<file path="config.mk">
export PLATFORM = sky130hd
export DESIGN_NAME = calc_core_seq
export DESIGN_NICKNAME = d
export VERILOG_FILES = /design/src/rtl/calc_pkg.sv /design/src/rtl/calc_iter_unit.sv /design/src/rtl/calc_core_seq.sv
export SDC_FILE = /design/constraint.sdc
export NUM_CORES = 1
export LEC_CHECK = 0
export ABC_CLOCK_PERIOD_IN_PS = 5900
export CAP_MARGIN = 5
export CORE_UTILIZATION = 55
export CTS_CLUSTER_DIAMETER = 80
export DETAILED_ROUTE_END_ITERATION = 8
export PLACE_DENSITY = 0.82
export SLEW_MARGIN = 5
export SYNTH_ARGS = -nofsm -noshare
export SYNTH_HDL_FRONTEND = slang
export SYNTH_SLANG_ARGS = --single-unit
</file>
<file path="constraint.sdc">
create_clock -name Clk_100MHz -period 5.9 [get_ports Clk_100MHz]
set_input_delay 1.18 -clock Clk_100MHz [delete_from_list [all_inputs] [get_ports Clk_100MHz]]
set_output_delay 1.18 -clock Clk_100MHz [all_outputs]
set_load 0.005 [all_outputs]
</file>
<file path="src/rtl/calc_pkg.sv">
// Shared definitions for the switch-calculator core: opcodes, FSM states and
// the flag bit ordering consumed by the LED/7-seg display driver.
package calc_pkg;

   localparam logic [2:0] OP_ADD = 3'b000;
   localparam logic [2:0] OP_SUB = 3'b001;
   localparam logic [2:0] OP_AND = 3'b010;
   localparam logic [2:0] OP_OR  = 3'b011;
   localparam logic [2:0] OP_XOR = 3'b100;
   localparam logic [2:0] OP_MUL = 3'b101;
   localparam logic [2:0] OP_DIV = 3'b110;
   localparam logic [2:0] OP_MOD = 3'b111;

   typedef enum logic [1:0] {
      ST_IDLE = 2'd0,
      ST_ALU  = 2'd1,
      ST_ITER = 2'd2,
      ST_DONE = 2'd3
   } state_t;

   localparam int FLG_OVF = 0;
   localparam int FLG_DZ  = 1;
   localparam int FLG_ERR = 2;
   localparam int FLG_W   = 3;

endpackage

</file>
<file path="src/rtl/calc_iter_unit.sv">
// Unsigned shift-add multiplier / restoring divider sharing one accumulator.
// The divider half exists only when CALC_DIV_EN is defined.
module calc_iter_unit #(
   parameter int WIDTH = 6
) (
   input  logic                 clk_i,
   input  logic                 rst_i,
   input  logic                 load_i,
   input  logic                 mode_i,
   input  logic [WIDTH-1:0]     a_i,
   input  logic [WIDTH-1:0]     b_i,
   output logic                 finish_o,
   output logic [2*WIDTH-1:0]   acc_o
);

   localparam int W  = WIDTH;
   localparam int RW = 2 * WIDTH;
   localparam int CW = $clog2(WIDTH + 1);

   logic [CW-1:0] cnt_q;
   logic [RW-1:0] acc_q;
   logic [RW-1:0] acc_d;
   logic [RW-1:0] mul_nxt;
   logic [W-1:0]  b_q;
   logic [W:0]    msum;

   // Multiply: high half accumulates, product shifts right through the low half.
   assign msum    = {1'b0, acc_q[RW-1:W]} + (acc_q[0] ? {1'b0, b_q} : '0);
   assign mul_nxt = {msum, acc_q[W-1:1]};

`ifdef CALC_DIV_EN
   logic          mode_q;
   logic [W:0]    trial;
   logic [W:0]    diff;
   logic [RW-1:0] div_nxt;

   // Divide: remainder in the high half, quotient bits shift into the low half.
   assign trial   = acc_q[RW-1:W-1];
   assign diff    = trial - {1'b0, b_q};
   assign div_nxt = diff[W] ? {trial[W-1:0], acc_q[W-2:0], 1'b0}
                            : {diff[W-1:0],  acc_q[W-2:0], 1'b1};
   assign acc_d   = mode_q ? div_nxt : mul_nxt;
`else
   logic unused_mode;
   assign unused_mode = mode_i;
   assign acc_d       = mul_nxt;
`endif

   always_ff @(posedge clk_i or posedge rst_i) begin
      if (rst_i) begin
         cnt_q <= '0;
      end else if (load_i) begin
         cnt_q <= CW'(W);
      end else if (cnt_q != '0) begin
         cnt_q <= cnt_q - CW'(1);
      end
   end

   always_ff @(posedge clk_i) begin
      if (load_i) begin
         acc_q <= {{W{1'b0}}, a_i};
         b_q   <= b_i;
`ifdef CALC_DIV_EN
         mode_q <= mode_i;
`endif
      end else if (cnt_q != '0) begin
         acc_q <= acc_d;
      end
   end

   assign finish_o = (cnt_q == CW'(1));
   assign acc_o    = acc_q;

endmodule

</file>
<file path="src/rtl/calc_core_seq.sv">
// Clocked WIDTH-bit calculator core with start/done handshake.
// Define CALC_DIV_EN to build the iterative DIV/MOD path.
module calc_core_seq
   import calc_pkg::*;
#(
   parameter int WIDTH = 6
) (
   input  logic                 Clk_100MHz,
   input  logic                 Reset,
   input  logic                 start,
   input  logic [2:0]           opcode,
   input  logic                 op_signed,
   input  logic [WIDTH-1:0]     op_a,
   input  logic [WIDTH-1:0]     op_b,
   output logic [2*WIDTH-1:0]   result,
   output logic                 busy,
   output logic                 done,
   output logic                 ovf,
   output logic                 dz,
   output logic                 op_err
);

   localparam int W  = WIDTH;
   localparam int RW = 2 * WIDTH;

   state_t           state_q;
   logic [W-1:0]     a_q, b_q;
   logic [2:0]       opc_q;
   logic             sgn_q;
   logic [RW-1:0]    result_q;
   logic             busy_q, done_q;
   logic [FLG_W-1:0] flags_q;

   logic             iter_path, iter_load, iter_mode, iter_finish, iter_neg;
   logic [W-1:0]     mag_a, mag_b;
   logic [W:0]       ea, eb;
   logic [RW-1:0]    iter_acc, iter_mag;
   logic [RW-1:0]    alu_res_d, iter_res_d;
   logic [FLG_W-1:0] alu_flags_d, iter_flags_d;

   function automatic logic [RW-1:0] ext_w1(input logic [W:0] v, input logic s);
      return {{(RW-W-1){s & v[W]}}, v};
   endfunction

   function automatic logic [RW-1:0] ext_w(input logic [W-1:0] v, input logic s);
      return {{(RW-W){s & v[W-1]}}, v};
   endfunction

   function automatic logic fits_w(input logic [RW-1:0] v, input logic s);
      if (s) return (&v[RW-1:W-1]) | ~(|v[RW-1:W-1]);
      return ~(|v[RW-1:W]);
   endfunction

   function automatic logic [W-1:0] mag(input logic [W-1:0] v, input logic s);
      return (s & v[W-1]) ? -v : v;
   endfunction

`ifdef CALC_DIV_EN
   assign iter_path = (opcode == OP_MUL) ||
                      (((opcode == OP_DIV) || (opcode == OP_MOD)) && (op_b != '0));
`else
   assign iter_path = (opcode == OP_MUL);
`endif
   assign iter_load = (state_q == ST_IDLE) && start && iter_path;
   assign iter_mode = (opcode != OP_MUL);
   assign mag_a     = mag(op_a, op_signed);
   assign mag_b     = mag(op_b, op_signed);

   calc_iter_unit #(.WIDTH(W)) u_iter (
      .clk_i    (Clk_100MHz),
      .rst_i    (Reset),
      .load_i   (iter_load),
      .mode_i   (iter_mode),
      .a_i      (mag_a),
      .b_i      (mag_b),
      .finish_o (iter_finish),
      .acc_o    (iter_acc)
   );

   assign ea = {sgn_q & a_q[W-1], a_q};
   assign eb = {sgn_q & b_q[W-1], b_q};

   always_comb begin
      alu_res_d   = '0;
      alu_flags_d = '0;
      case (opc_q)
         OP_ADD: alu_res_d = ext_w1(ea + eb, sgn_q);
         OP_SUB: alu_res_d = ext_w1(ea - eb, sgn_q);
         OP_AND: alu_res_d = {{(RW-W){1'b0}}, a_q & b_q};
         OP_OR:  alu_res_d = {{(RW-W){1'b0}}, a_q | b_q};
         OP_XOR: alu_res_d = {{(RW-W){1'b0}}, a_q ^ b_q};
`ifdef CALC_DIV_EN
         // Only divide-by-zero reaches the ALU state for DIV/MOD.
         OP_DIV: begin
            alu_res_d           = {{(RW-W){1'b0}}, {W{1'b1}}};
            alu_flags_d[FLG_DZ] = 1'b1;
         end
         OP_MOD: begin
            alu_res_d           = ext_w(a_q, sgn_q);
            alu_flags_d[FLG_DZ] = 1'b1;
         end
`else
         OP_DIV, OP_MOD: alu_flags_d[FLG_ERR] = 1'b1;
`endif
         default: alu_res_d = '0;
      endcase
      if ((opc_q == OP_ADD) || (opc_q == OP_SUB))
         alu_flags_d[FLG_OVF] = ~fits_w(alu_res_d, sgn_q);
   end

   always_comb begin
      iter_mag = iter_acc;
      iter_neg = sgn_q & (a_q[W-1] ^ b_q[W-1]);
`ifdef CALC_DIV_EN
      if (opc_q == OP_DIV) begin
         iter_mag = {{(RW-W){1'b0}}, iter_acc[W-1:0]};
      end else if (opc_q == OP_MOD) begin
         iter_mag = {{(RW-W){1'b0}}, iter_acc[RW-1:W]};
         iter_neg = sgn_q & a_q[W-1];
      end
`endif
      iter_res_d            = iter_neg ? -iter_mag : iter_mag;
      iter_flags_d          = '0;
      iter_flags_d[FLG_OVF] = ~fits_w(iter_res_d, sgn_q);
   end

   always_ff @(posedge Clk_100MHz) begin
      if ((state_q == ST_IDLE) && start) begin
         a_q   <= op_a;
         b_q   <= op_b;
         opc_q <= opcode;
         sgn_q <= op_signed;
      end
   end

   always_ff @(posedge Clk_100MHz or posedge Reset) begin
      if (Reset) begin
         state_q  <= ST_IDLE;
         result_q <= '0;
         busy_q   <= 1'b0;
         done_q   <= 1'b0;
         flags_q  <= '0;
      end else begin
         done_q <= 1'b0;
         case (state_q)
            ST_IDLE: if (start) begin
               busy_q  <= 1'b1;
               flags_q <= '0;
               state_q <= iter_path ? ST_ITER : ST_ALU;
            end
            ST_ALU: begin
               result_q <= alu_res_d;
               flags_q  <= alu_flags_d;
               done_q   <= 1'b1;
               busy_q   <= 1'b0;
               state_q  <= ST_IDLE;
            end
            ST_ITER: if (iter_finish) state_q <= ST_DONE;
            ST_DONE: begin
               result_q <= iter_res_d;
               flags_q  <= iter_flags_d;
               done_q   <= 1'b1;
               busy_q   <= 1'b0;
               state_q  <= ST_IDLE;
            end
            default: state_q <= ST_IDLE;
         endcase
      end
   end

   assign result = result_q;
   assign busy   = busy_q;
   assign done   = done_q;
   assign ovf    = flags_q[FLG_OVF];
   assign dz     = flags_q[FLG_DZ];
   assign op_err = flags_q[FLG_ERR];

endmodule

</file>
==> flow_summary.toml <==
[outcome]
status = "complete, no violations"

[finish]
num-nets-final = 510
drive_gt1_frac = 0.0371
area_delta_synth_final_pct = 11.6
final_cells = 554
antennaDiodeCount = 0
design_area_um2 = 4380

[timing]
worstMarginPinSlew_ns = 1.20
max_freq_mhz = 344
min_period_ns = 2.91
relSlewSlack = 0.200
hold_viol = 0
drv_slew = 0
holdWs_ns = 0.496
fin_crit_sh = 0.493
rsz0062_at_grt = "false"
setup_tns_ns = 0
setup_viol = 0
fin_skew_ns = 0.00928

[worst_setup_path]
start_kind = "input pin"
critical_path.max_fanout = 15
r2r_cells = 9
required_ns = 5.97
cpMaxStageDelayCell = "clkdlybuf4s50_1"
crit_chain = "clkdlybuf4s50_1 > nand3b_1 > or3_1 > clkinv_1 > nand3_1 > nand2_1"
worstPathArrival_ns = 2.97
endpoint_kind = "flip-flop"
criticalPathCategory = "input pin to flip-flop"
max_stage_delay_ns = 0.48

[logic_synthesis]
synth.area.top_cells = "edfxtp_1, dfrtp_1, ha_1"
yosysTopAreaCell = "edfxtp_1"
synth.top_cell.area_share = 0.214
synth_common_cells = "nand2_1, inv_1, ha_1, a21oi_1"
synth_seq_cells = 55
netlist_instances = 439
ys_types = 59
synth_most_common_cell = "nand2_1"
async_flop_share = 0.382
synth_area_per_cell_um2 = 8.94
synth_top_flop_cell = "edfxtp_1"
yosys_warnings = 0
synth_edf_count = 28
syn_area_um2 = 3920
yosysSeqAreaShare = 0.379
syn-num-nets = 492

[floorplanning]
die-area_um2 = 7470
dieWidth_um = 86.5
num_rows = 30
initial_core_util = 0.574
core_um2 = 6830
die_y_um = 86.5
ios = 36

[flow_run]
cap_violations = 0

[clock_tree]
cts_num_sinks = 55
clock_latency_ns = 0.30
cts_tree = "done"
cts_root_buf = "clkbuf_8"
htreeDepth = 2
clkTransAtPathRegs_ns = 0.10
clockBufferDepth = 2
cts_resized = 0
cts_hold_buf = 0
numCtsBuffers = 5
cts_setup_buffers = 0

[routing]
drtIter0Drc = 280
wl_per_cell_um = 15.3
firstDrtPassIters = 5
dr_total_vias = 3187
drt-total-wl_um = 8500
detail-route-antenna-nets = 0
drc = 0
via_per_inst = 5.75

[placement]
dp_hpwl_um = 6640
dp.cells = 546
placed_cell_area_um2 = 4270
gp_congestion = 0.894
port_buffers = 34

[pwr]
powerDensity_nw_per_um2 = 398
p_leak_nw = 1.87
vdd_drop_max_mv = 0.221
power.total_w = 0.00174

[hold_path]
hp-class = "flip-flop to flip-flop"
hold_path_depth = 2

[grt]
grt-ovfl-total = 0
grt_pass1_vias = 3073
antenna_found_initial = 0
grt_max_degree = 25
grt_pass1_wl_um = 14100
grtUsageTotal = 0.246
## report_power, final
group / leakage [nW] / switching, W / internal, W
Clock: 0.0562 / 0.000122 / 0.000127
Sequential: 0.589 / 0.000171 / 0.000540
Combinational: 1.22 / 0.000407 / 0.000379
## per-layer routing
| layer | global-route usage | vias to the layer above | part of all wire |
|---|---|---|---|
| met5 | 0 | - | 0 |
| li1 | - | 1569 | - |
| met3 | 0.0552 | 20 | 0.061 |
| met4 | 0.0894 | 0 | 0.026 |
| met1 | 0.309 | 1464 | 0.43 |
| met2 | 0.416 | 134 | 0.48 |
## worst paths after layout
| check | from | end | slack [ns] |
|---|---|---|---|
| worst min register to register | result[10]$_DFFE_PP0N_ | result[10]$_DFFE_PP0N_ | 0.50 |
| worst max register to register | b_q[5]$_DFFE_PP_ | flags_q[0]$_DFFE_PP0P_ | 3.07 |
| max in group asynchronous | Reset | result[1]$_DFFE_PP0N_ | 4.07 |
| worst min-delay path | result[10]$_DFFE_PP0N_ | result[10]$_DFFE_PP0N_ | 0.50 |
| min in group asynchronous | Reset | result[10]$_DFFE_PP0N_ | 1.32 |
| worst max-delay path | opcode[1] | u_iter.acc_o[5]$_DFFE_PP_ | 2.99 |
## critical path, delay by kind of cell
family	cells	cell delay, ns
buf+inv	2	0.95
simple gates	4	0.83
## logic make-up after synthesis
| logic type | share of synthesized area |
|---|---|
| buffers and inverters | 0.0756 |
| AOI/OAI and AO/OA | 0.178 |
| other | 0.000956 |
| DFF | 0.379 |
| adders and majority gates | 0.114 |
| xor gates and xnor gates | 0.0581 |
| and+or+nand+nor | 0.168 |
| muxes | 0.0265 |
## cells in the final DEF, fill, tap and decap left out, types with 7 or more instances in the layout
master,n
nor3_1,7
nand2_1,49
mux2i_1,7
o21ai_0,25
edfxtp_1,28
nand3_1,12
xor2_1,9
and2_1,8
inv_1,47
dfrtp_1,21
nor2_1,28
clkdlybuf4s50_1,34
ha_1,31
a21oi_1,29
xnor2_1,17
o22ai_1,7
## through the flow
step / worst slack, ns / utilization
floorplan: 3.41 / -
global placement: 2.79 / 0.625
detailed placement: 2.66 / 0.625
CTS: 3.00 / 0.641
global route: 2.84 / 0.641
finish: 2.99 / 0.641
## sequential cells by signal, indices dropped and copies added (netlist names)
name          count
busy              1
b_q               6
flags_q           2
state_q           2
u_iter.acc_o     12
u_iter.cnt_q      3
done              1
opc_q             3
a_q               6
result           12
u_iter.b_q        6
sgn_q             1
## final cells by class
cell class / count / area, um^2
Fill cell: 591 / 2450
Clock buffer: 5 / 68.8
Timing Repair Buffer: 34 / 340
Inverter: 48 / 180
Tap cell: 96 / 120
Clock inverter: 3 / 42.5
Sequential cell: 55 / 1490
Multi-Input combinational cell: 313 / 2140
Power figures use the tool's default switching activity.
